--- src/rtl/note_detect_pkg.sv ---
// note_detect_pkg: shared types and band table
// for the averaging note detector.
package note_detect_pkg;

  typedef enum logic [1:0] {
    IDLE,
    ARM,
    MEASURE
  } state_t;

  localparam int NUM_NOTES = 8;
  localparam int BAND_W = 32;
  localparam int STABLE_W = 4;

  // Element 0 is the leftmost entry.
  // The note code equals the band index:
  // 0 Sa, 1 Re, 2 Ga, 3 Ma, 4 Pa,
  // 5 Dha, 6 Ni, 7 HighSa.
  typedef logic [0:NUM_NOTES-1][BAND_W-1:0]
    band_arr_t;

  localparam band_arr_t BAND_LO = {
    32'd190000, 32'd170000,
    32'd150000, 32'd135000,
    32'd125000, 32'd110000,
    32'd95000,  32'd93000
  };

  localparam band_arr_t BAND_HI = {
    32'd210000, 32'd190000,
    32'd170000, 32'd150000,
    32'd135000, 32'd125000,
    32'd110000, 32'd95000
  };

endpackage

--- src/rtl/note_band_lookup.sv ---
// note_band_lookup: one-cycle registered band
// match of a window average to a note code.
module note_band_lookup
  import note_detect_pkg::*;
#(
  parameter int CNT_W = 24,
  parameter int NOTE_W = 3,
  parameter band_arr_t LO_TABLE = BAND_LO,
  parameter band_arr_t HI_TABLE = BAND_HI
) (
  input  logic              clk,
  input  logic              reset,
  input  logic              strobe,
  input  logic [CNT_W-1:0]  avg,
  output logic              valid,
  output logic              match,
  output logic [NOTE_W-1:0] code
);

  logic [BAND_W-1:0] avg_w;
  logic              hit;
  logic [NOTE_W-1:0] hit_code;

  assign avg_w = BAND_W'(avg);

  // Scan high to low so the lowest matching
  // band index is the one left standing.
  always_comb begin
    hit = 1'b0;
    hit_code = '0;
    for (int i = NUM_NOTES - 1; i >= 0; i--) begin
      if (avg_w >= LO_TABLE[i] &&
          avg_w < HI_TABLE[i]) begin
        hit = 1'b1;
        hit_code = NOTE_W'(i);
      end
    end
  end

  // Register the lookup result with its strobe.
  always_ff @(posedge clk or negedge reset) begin
    if (!reset) begin
      valid <= 1'b0;
      match <= 1'b0;
      code  <= '0;
    end else begin
      valid <= strobe;
      if (strobe) begin
        match <= hit;
        code  <= hit_code;
      end
    end
  end

endmodule

--- src/rtl/note_detector_avg.sv ---
// note_detector_avg: averages tone periods over a
// window, classifies, and filters for stability.
module note_detector_avg
  import note_detect_pkg::*;
#(
  parameter int CNT_W = 24,
  parameter int NOTE_W = 3,
  parameter int AVG_LOG2 = 2,
  parameter int STABLE_N = 2,
  parameter int TIMEOUT = 250000,
  parameter band_arr_t LO_TABLE = BAND_LO,
  parameter band_arr_t HI_TABLE = BAND_HI
) (
  input  logic              clk,
  input  logic              reset,
  input  logic              enable,
  input  logic              waveform,
  output logic [NOTE_W-1:0] note_out,
  output logic              note_valid,
  output logic              note_change,
  output logic [CNT_W-1:0]  period_out,
  output logic              no_signal,
  output logic              out_of_range
);

  localparam int ACC_W = CNT_W + AVG_LOG2;
  localparam logic [CNT_W-1:0] CNT_MAX = '1;
  localparam logic [CNT_W-1:0] TMO =
    CNT_W'(TIMEOUT);
  localparam logic [STABLE_W-1:0] STB_N =
    STABLE_W'(STABLE_N);
  localparam logic [STABLE_W-1:0] STB_MAX = '1;

  state_t state;
  state_t next_state;

  logic sync1;
  logic sync2;
  logic prev;
  logic rise;

  logic [CNT_W-1:0]    count;
  logic [ACC_W-1:0]    acc;
  logic [AVG_LOG2-1:0] idx;
  logic [CNT_W-1:0]    period;
  logic [ACC_W-1:0]    acc_sum;
  logic                counting;
  logic                timeout_hit;
  logic                win_strobe;

  logic              cls_valid;
  logic              cls_match;
  logic [NOTE_W-1:0] cls_code;

  logic [NOTE_W-1:0]   cand;
  logic [STABLE_W-1:0] stable;
  logic [STABLE_W-1:0] stable_nx;
  logic                valid_q;

  assign rise = sync2 & ~prev;

  assign counting =
    (state == ARM) || (state == MEASURE);

  // A rise in the same cycle beats the timeout.
  assign timeout_hit =
    counting && (count == TMO) && !rise;

  assign period = (count == CNT_MAX) ?
    CNT_MAX : count + CNT_W'(1);

  assign acc_sum = acc + ACC_W'(period);

  // Dropping enable hides the note at once.
  assign note_valid = valid_q & enable;

  // Synchronise the pin and keep a previous
  // sample for rising-edge detection.
  always_ff @(posedge clk or negedge reset) begin
    if (!reset) begin
      sync1 <= 1'b0;
      sync2 <= 1'b0;
      prev  <= 1'b0;
    end else begin
      sync1 <= waveform;
      sync2 <= sync1;
      prev  <= sync2;
    end
  end

  // FSM state register.
  always_ff @(posedge clk or negedge reset) begin
    if (!reset) begin
      state <= IDLE;
    end else begin
      state <= next_state;
    end
  end

  // FSM next-state logic.
  always_comb begin
    next_state = state;
    if (!enable) begin
      next_state = IDLE;
    end else begin
      unique case (state)
        IDLE:    next_state = ARM;
        ARM:     if (rise) next_state = MEASURE;
        MEASURE: if (timeout_hit) next_state = ARM;
        default: next_state = IDLE;
      endcase
    end
  end

  // Period counter, accumulator and window close.
  always_ff @(posedge clk or negedge reset) begin
    if (!reset) begin
      count      <= '0;
      acc        <= '0;
      idx        <= '0;
      period_out <= '0;
      win_strobe <= 1'b0;
    end else begin
      win_strobe <= 1'b0;
      if (!enable || state == IDLE) begin
        count <= '0;
        acc   <= '0;
        idx   <= '0;
      end else if (state == ARM) begin
        if (rise) begin
          count <= '0;
          acc   <= '0;
          idx   <= '0;
        end else if (timeout_hit) begin
          count <= '0;
        end else if (count != CNT_MAX) begin
          count <= count + CNT_W'(1);
        end
      end else if (state == MEASURE) begin
        if (rise) begin
          count <= '0;
          idx   <= idx + AVG_LOG2'(1);
          if (idx == '1) begin
            acc        <= '0;
            period_out <=
              CNT_W'(acc_sum >> AVG_LOG2);
            win_strobe <= 1'b1;
          end else begin
            acc <= acc_sum;
          end
        end else if (timeout_hit) begin
          count <= '0;
        end else if (count != CNT_MAX) begin
          count <= count + CNT_W'(1);
        end
      end
    end
  end

  note_band_lookup #(
    .CNT_W    (CNT_W),
    .NOTE_W   (NOTE_W),
    .LO_TABLE (LO_TABLE),
    .HI_TABLE (HI_TABLE)
  ) u_lookup (
    .clk    (clk),
    .reset  (reset),
    .strobe (win_strobe),
    .avg    (period_out),
    .valid  (cls_valid),
    .match  (cls_match),
    .code   (cls_code)
  );

  // Next stability count for a matched window.
  always_comb begin
    stable_nx = STABLE_W'(1);
    if (cls_code == cand) begin
      stable_nx = (stable == STB_MAX) ?
        STB_MAX : stable + STABLE_W'(1);
    end
  end

  // Stability filter, note publish, timeout flag.
  always_ff @(posedge clk or negedge reset) begin
    if (!reset) begin
      note_out     <= '0;
      valid_q      <= 1'b0;
      note_change  <= 1'b0;
      no_signal    <= 1'b0;
      out_of_range <= 1'b0;
      cand         <= '0;
      stable       <= '0;
    end else begin
      note_change  <= 1'b0;
      out_of_range <= 1'b0;
      if (!enable) begin
        valid_q <= 1'b0;
      end else begin
        if (cls_valid) begin
          if (!cls_match) begin
            out_of_range <= 1'b1;
            stable       <= '0;
          end else begin
            cand   <= cls_code;
            stable <= stable_nx;
            if (stable_nx >= STB_N &&
                (!valid_q ||
                 cls_code != note_out)) begin
              note_out    <= cls_code;
              valid_q     <= 1'b1;
              note_change <= 1'b1;
            end
          end
        end
        if (rise && counting) begin
          no_signal <= 1'b0;
        end else if (timeout_hit) begin
          no_signal <= 1'b1;
          valid_q   <= 1'b0;
          stable    <= '0;
        end
      end
    end
  end

endmodule

--- config.mk ---
export PLATFORM = sky130hd
export DESIGN_NAME = note_detector_avg
export DESIGN_NICKNAME = d
export VERILOG_FILES = /design/src/rtl/note_detect_pkg.sv /design/src/rtl/note_band_lookup.sv /design/src/rtl/note_detector_avg.sv
export SDC_FILE = /design/constraint.sdc
export NUM_CORES = 1
export LEC_CHECK = 0
export CORE_ASPECT_RATIO = 0.6
export CORE_MARGIN = 2
export CORE_UTILIZATION = 38
export CTS_CLUSTER_DIAMETER = 60
export DETAILED_ROUTE_END_ITERATION = 8
export HOLD_SLACK_MARGIN = 0.08
export REMOVE_ABC_BUFFERS = 1
export SYNTH_ARGS = -nofsm -noshare
export SYNTH_HDL_FRONTEND = slang
export SYNTH_SLANG_ARGS = --single-unit
--- constraint.sdc ---
create_clock -name clk -period 6.44 [get_ports clk]
set_clock_uncertainty 0.05 [all_clocks]
set_input_delay 1.288 -clock clk [delete_from_list [all_inputs] [get_ports clk]]
set_output_delay 1.288 -clock clk [all_outputs]
set_load 0.01 [all_outputs]
# ---- Word level (Yosys, flattened, before mapping)
# Index checks and enable logic that the tools add are counted.
dict set report word_totals {
  out_inout_bits 31
  in_bits 4
  regBits 101
  word_cells 149
}
dict set report classes {
  addsub 4
  magnitude_cmp 17
  n_eq_ne 13
  n_bitwise 5
  reduce_logical 27
  muxes 64
}
# op count
set op_table {}
lappend op_table {{24-bit two-way mux} 7}
lappend op_table {{26-bit two-way mux} 6}
lappend op_table {{24-bit by 18-bit less-than comparator with 1-bit output, second input constant} 5}
lappend op_table {{24-bit by 17-bit greater-or-equal comparator with 1-bit output, second input constant} 4}
lappend op_table {{24-bit by 18-bit greater-or-equal comparator with 1-bit output, second input constant} 4}
lappend op_table {{24-bit by 17-bit less-than comparator with 1-bit output, second input constant} 3}
lappend op_table {{1-bit two-way mux} 28}
lappend op_table {{26-bit by 24-bit adder with 26-bit output} 1}
lappend op_table {{24-bit by 1-bit adder with 24-bit output, second input constant} 1}
lappend op_table {{24-bit by 18-bit equality test with 1-bit output, second input constant} 1}
lappend op_table {{24-bit equality test, second input constant} 1}
lappend op_table {{3-bit two-way mux} 8}
lappend op_table {{4-bit two-way mux} 6}
lappend op_table {{24-bit inequality test, second input constant} 1}
lappend op_table {{2-bit two-way mux} 8}
lappend op_table {{1-bit logical AND} 12}
lappend op_table {{3-bit by 2-bit inequality test with 1-bit output, second input constant} 2}
lappend op_table {{3-bit inequality test, second input constant} 2}
lappend op_table {{2-bit case mux with 3 select lines} 1}
lappend op_table {{3-bit AND reduction} 2}
lappend op_table {{5-bit AND reduction} 1}
lappend op_table {{4-bit by 1-bit adder with 4-bit output, second input constant} 1}
lappend op_table {{2-bit equality test, second input constant} 2}
lappend op_table {{4-bit equality test, second input constant} 1}
lappend op_table {{other kinds (14)} 22}

# ---- Depth between registers and ports, before layout
# Gate-level depths: netlist of run 1.
dict set report depth {
  word_depth 11
  ltp_mapped 18
  ltp_nobuf 15
}

# ---- Cells and area by module
# From an unflattened synthesis of run 1, not the netlist that was laid out.
dict set report unflattened {
  cells_unflattened 785
  area_unflattened_um2 6914.1
}
# mod instances seq_area_each_um2 area_per_inst_um2 cells_each
set by_module_without_submodules {}
lappend by_module_without_submodules {note_detector_avg 1 2402.3 6193.4 693}
lappend by_module_without_submodules {note_band_lookup 1 125.1 720.7 92}

# ---- Least setup slack after synthesis of run 1
# Ideal clock, no wire load.
dict set report synth_path {
  path_type {reg-to-reg}
  startpoint {register count[0]}
  endpoint {register period_out[18]}
  setup_ps 125
  t_arrival_ps 3848
  t_required_ps 6265
  synth_period_minus_slack_ps 4023
  n_path_buf 2
  stages_incl_launch_ff 18
  slack_ps 2417
  cell_sequence {dfrtp_1 ha_1 nand3_1 nor4_4 nand4_4 buf_2 buf_2 nand2_1 ha_1 inv_1 fa_1 nor2b_1 o211ai_1 a21oi_1 nor2_1 o311ai_0 xnor2_1 mux2_2}
}
dict set report synth_via {
  elab_chain_cells 3
  word_cells_on_any_way 4
  cone_classes {add/sub (2); eq/ne (1); mux (1)}
}
# item line
set synth_rtl {}
lappend synth_rtl {{from (decl)} note_detector_avg.sv:42} ;# logic [CNT_W-1:0] count;
lappend synth_rtl {{from (signal assigned)} note_detector_avg.sv:137} ;# count <= count + CNT_W'(1);
lappend synth_rtl {{from (signal assigned)} note_detector_avg.sv:154} ;# count <= count + CNT_W'(1);
lappend synth_rtl {{24-bit by 1-bit adder with 24-bit output or 24-bit equality test (tied branches)} {note_detector_avg.sv:70, note_detector_avg.sv:69}}
lappend synth_rtl {{24-bit two-way mux (*)} note_detector_avg.sv:69} ;# assign period = (count == CNT_MAX) ?
lappend synth_rtl {{26-bit by 24-bit adder with 26-bit output (*)} note_detector_avg.sv:72} ;# assign acc_sum = acc + ACC_W'(period);
lappend synth_rtl {{to (signal assigned)} note_detector_avg.sv:145} ;# period_out <=
lappend synth_rtl {{to (decl)} note_detector_avg.sv:21} ;# output logic [CNT_W-1:0] period_out,
# Every way passes the cells marked *; elsewhere a longest branch is shown, timed or not.
# A chain may end at the register's enable or synchronous reset.

# ---- Final worst setup path of run 1
# Same ends and word-level chain as after synthesis.

==> results.txt, run 1 <==
- Number of I/O port buffers: 34
- After clock tree synthesis, the repair step resized 0 gates.
- Setup violations remaining at the end of the flow were counted as 0.
- Counting the buffers created by CTS gives 9.
- Data arrives at the worst endpoint at 5.06 ns.
- The path class of the tightest hold or removal check is register to register.
- Setup repair after global routing left no endpoint under its margin.
- The clock reaches the later pin of the worst-skew pair after 0.36 ns.
- WL met1: 10100 um
- Startpoint-to-endpoint class of the critical path: register to register
- Detailed router's first-iteration violation count: 596
* Area growth from synthesis to final layout: 11.8%
- Detailed placement ended at an HPWL of 14000 um.
- The congestion estimate from routability-driven global placement came to 0.900.
- Initial core utilization: 0.389
* Accumulated negative setup slack: 0 ns
- In this run the worst path has a maximum fanout of 34.
- Avg Cell Area, Syn: 8.79 um^2
* Design internal power: 978 uW
- Part of the total power dissipated in sequential elements: 0.461
- Summed over all nets, wire length on met3 after detailed routing comes to 1190 um.
* Number of rows in the core area: 37
* Vert. Die Dim: 107 um
- Slew Limit Fails: 0
- Via-per-instance ratio: 5.81
- Status: completed
* Number of max-capacitance violations reported: 0
* Global-route wire length before repair: 30400 um
- The H-tree was split into 3 levels.
* Largest net degree at the start of global routing: 68
- Clock share of power: 0.397
* Area occupied by registers: 0.00253 mm^2
- In the global route stage, overall resource usage came out at 0.206.
* Ratio of cells with drive above 1 in the final layout: 0.0724
- Library cell with the largest summed area after synthesis: sky130_fd_sc_hd__dfrtp_1
* Transition time at the pin with the least slew margin: 1.03 ns
- Number of distinct standard cells referenced by the synthesized netlist: 74
* IR drop worst, VDD: 109 uV
* Floorplan die width: 175 um
* P_sw: 441 uW
* Sw frac: 0.311
- Highest layer used for signal routing: met4
* Clk sink count: 101
- Power Dens Cells: 189 mW/mm^2
- The core region is 0.0172 mm^2.
- Post-layout nets: 805
* Critical path data required time: 6.63 ns
- Highest Clock Rate: 206 MHz
- The die covers 0.0187 mm^2.
- Period Utilization, post-route: 0.755
- Critical Path End Type: register
- Combined area of the multi-input logic cells: 0.00391 mm^2
- Sequential element share of the synthesized area: 0.377
- For this block, the routed nets add up to 18700 um of wire.
* Max-slew headroom at the worst pin: 0.312
* Detailed-router iteration count before antenna repair: 5
- Global routing finished with a remaining overflow of 0.
* Synthesis Warnings: 0
* Clock-pin transition on the worst setup and hold timing paths: 0.08 ns
* Most instantiated flip-flop cell in the synthesis netlist: sky130_fd_sc_hd__dfrtp_1
- After synthesis, the most frequently instantiated cells are sky130_fd_sc_hd__nand2_1, sky130_fd_sc_hd__dfrtp_1, sky130_fd_sc_hd__o21ai_0.
* Area of the mapped netlist: 0.00670 mm^2
* Routed length per placed instance: 18.6 um
* Initial antenna violation count: 0
- Of the post-synthesis cell area, the dominant cell type holds 0.377.
- Sorting the synthesized cells by area gives the leading types as sky130_fd_sc_hd__dfrtp_1, sky130_fd_sc_hd__nand2_1, sky130_fd_sc_hd__ha_1.
- Minimum clock period after layout: 4.86 ns
* Postcts setup bufs: 0
* Clock tree root driver cell: sky130_fd_sc_hd__clkbuf_16
* Proportion of register bits with asynchronous set or reset after synthesis: 1.00
* Met2 wire length: 7320 um
- The via count of the first global-routing pass is 5620.
- Flip-flop and latch count after synthesis: 101
- Final worst setup slack: 1.58 ns
* Count of endpoints failing hold in the final timing report: 0
* Count of mapped cells out of synthesis: 762
- TritonCTS clock tree: done
- Pre-CTS setup slack: 1.63 ns
- The analysis attributes to cell leakage a power of 0.00345 uW.
- Of the total power, combinational logic draws 0.142.
* Count of flip-flops with a built-in enable after synthesis: 0
* Count leader, synth: sky130_fd_sc_hd__nand2_1
- Detailed-route DRC error count: 0
- In this run the deepest clock path goes through 2 buffers.
- Fill cells in the final layout number 1708.
* Hold buffer count at CTS: 0
- For this design the top-level I/O count stands at 35.
* Critical path launch point type: register
* Total via count in the routed design: 5853
- In this run the remaining antenna-violating nets after routing total 0.
==> final timing paths <==
check	startpoint	end	slack (ns)	cells past startpoint
hold / removal	sync1	sync2	0.32	0
max in group asynchronous	reset	acc[17]	4.28	2
hold reg to reg	sync1	sync2	0.32	0
setup reg to reg	count[0]	period_out[18]	1.58	15
min in group asynchronous	reset	count[2]	0.83	1
setup / recovery	count[0]	period_out[18]	1.58	15
==> layout by cell type (no fill, tap or decap), drive strengths merged, types with 4 or more instances in the layout <==
cell / count
o21ai: 53
clkdlybuf4s50: 33
a211oi: 4
nand4b: 4
xor2: 21
o21bai: 6
clkinv: 5
or3: 8
a21oi: 50
a31oi: 14
and3: 13
nand2b: 13
mux2: 12
nand3: 25
a22o: 22
dfrtp: 101
nor4: 8
inv: 21
nor3: 13
buf: 6
and2: 5
a21o: 9
ha: 32
nand2: 108
nor2: 48
nand4: 11
o211ai: 4
xnor2: 26
nor2b: 8
clkbuf: 9
o22ai: 4
o22a: 7
o21a: 5
o31ai: 18
==> registers in the layout, indices dropped and copies added (netlist names), 2 cells and up <==
name / flops
acc: 26
count: 24
period_out: 24
stable: 4
cand: 3
note_out: 3
u_lookup.code: 3
idx: 2
state: 2
==> routing by layer <==
metal | vias to the layer above | global-route usage
met3 | 13 | 0.0596
met1 | 2886 | 0.325
li1 | 2789 | -
met5 | - | 0
met2 | 165 | 0.274
met4 | 0 | 0.0342
==> kinds of logic after synthesis <==
logic type	after synthesis	synth area share
fa+ha+maj	33	0.0627
mux	13	0.0217
xor+xnor	47	0.0614
buf+inv	63	0.0407
compound gates	225	0.224
simple gates	280	0.212
flops	101	0.377
==> layout make-up <==
type / count / share of cell area
multi-input cells: 598 / 0.521
flip-flops and latches: 101 / 0.337
repair buffers: 39 / 0.0501
well taps: 234 / 0.0391
clock buffers: 9 / 0.0301
clock inverters: 7 / 0.0122
inverters: 19 / 0.00952
diodes: 1 / 0.000334
==> power by group through the flow <==
stage	clock, uW	combinational, uW	sequential, uW
floorplan	0	118	665
global placement	0	192	666
detailed placement	0	200	667
CTS	577	200	655
global route	603	224	656
finish	564	201	654
==> critical path, cell delays in order, from the launching register on <==
cell	delay, ns
sky130_fd_sc_hd__dfrtp_1	0.44
sky130_fd_sc_hd__ha_1	0.26
sky130_fd_sc_hd__nand3_1	0.28
sky130_fd_sc_hd__nor4_4	0.61
sky130_fd_sc_hd__nand4_4	0.54
sky130_fd_sc_hd__nand2_1	0.25
sky130_fd_sc_hd__ha_1	0.20
sky130_fd_sc_hd__inv_1	0.06
sky130_fd_sc_hd__fa_1	0.39
sky130_fd_sc_hd__nor2b_1	0.19
sky130_fd_sc_hd__o211ai_1	0.14
sky130_fd_sc_hd__a21oi_1	0.24
sky130_fd_sc_hd__nor2_1	0.18
sky130_fd_sc_hd__o311ai_0	0.47
sky130_fd_sc_hd__xnor2_1	0.15
sky130_fd_sc_hd__mux2_2	0.28
==> per-stage QoR <==
| stage | cells | hold slack (ns) | utilization | total power (uW) | cell area [um^2] |
|---|---|---|---|---|---|
| after floorplan | 718 | 0.281 | - | 783 | 6500 |
| after global placement | 991 | 0.293 | 0.417 | 859 | 7170 |
| after detailed placement | 991 | 0.295 | 0.417 | 867 | 7170 |
| after CTS | 1007 | 0.322 | 0.435 | 1430 | 7490 |
| after global routing | 1007 | 0.327 | 0.435 | 1480 | 7490 |
| final | 1008 | 0.319 | 0.435 | 1420 | 7490 |
Note: power is estimated with default switching activity, not from simulation.
==> inputs of run 2 (changes only) <==
Clock period 6.44 ns to 4.8 ns, I/O delays scaled along.
==> results.txt, run 2 (same netlist as run 1, synthesis figures left out) <==
- The pin slew with the least headroom to its limit was 0.924 ns (-0.107 ns).
- The library cell used most frequently in the layout, excluding fill and tap cells, is sky130_fd_sc_hd__nand2_1.
* Filler cell count: 1717 (+0.53%)
- IR drop worst, VDD: 174 uV (+59%)
- Number of cells in the finished layout apart from fillers: 1013 (+0.50%)
- The worst path buffer plus inverter count came to 1 (unchanged).
- The number of buffers inserted by hold repair at cts came to 0 (unchanged).
- The count of H-tree levels built during CTS came to 3 (unchanged).
* Top-Level Pins: 35 (unchanged)
* Routability Congestion: 0.869 (-3.5%)
* Total via count in the routed design: 5914 (+1.0%)
- Postcts setup bufs: 0 (unchanged)
- The hold slack came to 0.326 ns (+0.00686 ns).
* Core occupancy in the finished layout: 0.437 (+0.00203)
- The worst setup path is captured at a register.
- Initial core utilization: 0.389 (unchanged)
* Number of I/O port buffers: 34 (unchanged)
- The average vias per placed instance came to 5.84 (+0.54%).
- The kind of cell with the highest combined delay along the critical path is simple AND/OR/NAND/NOR gates.
- The largest net degree at the start of global routing was 72 (+5.9%).
- The setup TNS came to 0 ns (unchanged).
- Top flop regs: acc (26), count (24), period_out (24)
- The first-iteration detailed-routing DRC count came to 545 (-8.6%).
- The critical path data arrival time came to 4.56 ns (-0.50 ns).
- Post-layout nets: 811 (+0.75%)
* Critical path data required time: 4.99 ns (-1.64 ns)
- Class of the worst hold path: register to register
* Largest stage delay, worst path: 0.46 ns (-0.15 ns)
* Detailed-router iteration count before antenna repair: 5 (unchanged)
- Critical path's slowest cell: sky130_fd_sc_hd__nor4_4
* Post-DP HPWL: 14300 um (+1.7%)
- The total of cells resized after clock tree synthesis is 0 (unchanged).
* Number of rows in the core area: 37 (unchanged)
* Floorplan die width: 175 um (unchanged)
* Slew Limit Fails: 0 (unchanged)
- Initial antenna violation count: 0 (unchanged)
* Routed length per placed instance: 18.8 um (+1.3%)
- The CTS clock-pin slew for the worst setup and hold paths was 0.08 ns (about the same).
* Ratio of cells with drive above 1 in the final layout: 0.0783 (+0.00586)
- Total non-filler cell area in the finished layout: 0.00753 mm^2 (+0.47%)
- Cell-by-cell trace of the critical path: ha_1, nand3_1, nor4_4, nand4_4, buf_4, nand2_1, ha_1, a21oi_1, nand2_1, o21ai_0, a31oi_1, o21ba_2, or3_1, a32o_1
- The number of CTS-inserted buffers was 9 (unchanged).
- Clock Latency Late Sink: 0.36 ns (about the same)
- Final WL: 19100 um (+1.8%)
- Minimum clock period after layout: 4.37 ns (-0.497 ns)
- Critical Path Fanout Max: 44 (+29%)
* Post-detailed-placement cell area: 0.00722 mm^2 (+0.59%)
* Highest Clock Rate: 229 MHz (+11%)
- Vert. Die Dim: 107 um (unchanged)
- The final-report hold violation count is 0 (unchanged).
- The die outline area was 0.0187 mm^2 (unchanged).
- Via count of the first global-routing pass: 5747 (+2.3%)
- The reg-to-reg setup timing slack is 0.43 ns (-1.14 ns).
- Total setup violations reported at the end of the flow: 0 (unchanged)
* Total routing usage reported by global routing: 0.212 (+0.00605)
- Largest register FFs: 26 (unchanged)
- The remaining global-route overflow is 0 (unchanged).
- The final critical-path share of the clock period is 0.910 (+0.154).
- Ranked by flip-flop count, first place goes to acc.
- The number of violations of the max-capacitance limit came to 0 (unchanged).
- The number of remaining DRC errors came to 0 (unchanged).
- The final antenna diode count came to 0 (-1).
- Commonest cells after routing, fill and taps aside: sky130_fd_sc_hd__nand2_1, sky130_fd_sc_hd__dfrtp_1, sky130_fd_sc_hd__o21ai_0
- Antenna viol nets, final: 0 (unchanged)
- The cell sitting at the root of the clock tree is a sky130_fd_sc_hd__clkbuf_16.
* Dpl cells: 997 (+0.61%)
* Startpoint-to-endpoint class of the critical path: register to register
* Global-route wire length before repair: 31100 um (+2.4%)
* Maximum root-to-sink buffer count: 2 (unchanged)
- Setup repair after global routing left no endpoint under its margin.
- The CTS sink count came to 101 (unchanged).
- TritonCTS clock tree: done
* Leakage power of the design: 0.00348 uW (+0.90%)
* Core region area: 0.0172 mm^2 (unchanged)
- Area growth from synthesis to final layout: 12.3%
* Critical path launch point type: register
- The run finished with clean final reports.
- Max-slew headroom at the worst pin: 0.384 (+0.0719)
- Power Dens Cells: 252 mW/mm^2 (+33%)
## run 2: cell types whose count changed in the layout (fill, tap and decap cells not counted), sizes merged
cell	change
diode	-1
inv	+2
clkinv	-2
buf	+6
## run 2: where the power goes
part           total [uW]  internal [uW]  leakage (uW)  switching (uW)
logic                 267           74.3       0.00193             192
clock network         752            375      0.000151             377
registers             879            865       0.00140            14.1
total                1900           1310       0.00348             584
## run 2: per-stage QoR
stage / setup WS [ns] / total power (uW)
global route: 0.0983 / 2000
detailed placement: 0.503 / 1160
CTS: 0.456 / 1910
floorplan: 0.764 / 1050
global placement: 0.597 / 1150
finish: 0.434 / 1900
## run 2: final timing paths
kind                       startpoint        endpoint  cells after the start
min in group asynchronous       reset        count[2]                      1
hold reg to reg                 sync1           sync2                      0
setup / recovery             count[0]         acc[19]                     14
max in group asynchronous       reset  period_out[20]                      2
hold / removal                  sync1           sync2                      0
setup reg to reg             count[0]         acc[19]                     14
## run 2: final cells by class
class,count,area (um^2),share of cell area
multi-input combinational,598,3910,0.519
sequential,101,2530,0.336
timing repair buffer,45,420,0.0558
tap,234,293,0.0389
clock buffer,9,225,0.0299
clock inverter,7,86.3,0.0115
inverter,19,71.3,0.00947
## run 2: layer usage
layer,GRT usage,routed length [um],up-vias
met2,0.291,7580,228
met5,0,0,-
met3,0.0500,1350,17
met4,0.0407,163,0
li1,-,-,2809
met1,0.333,9980,2860
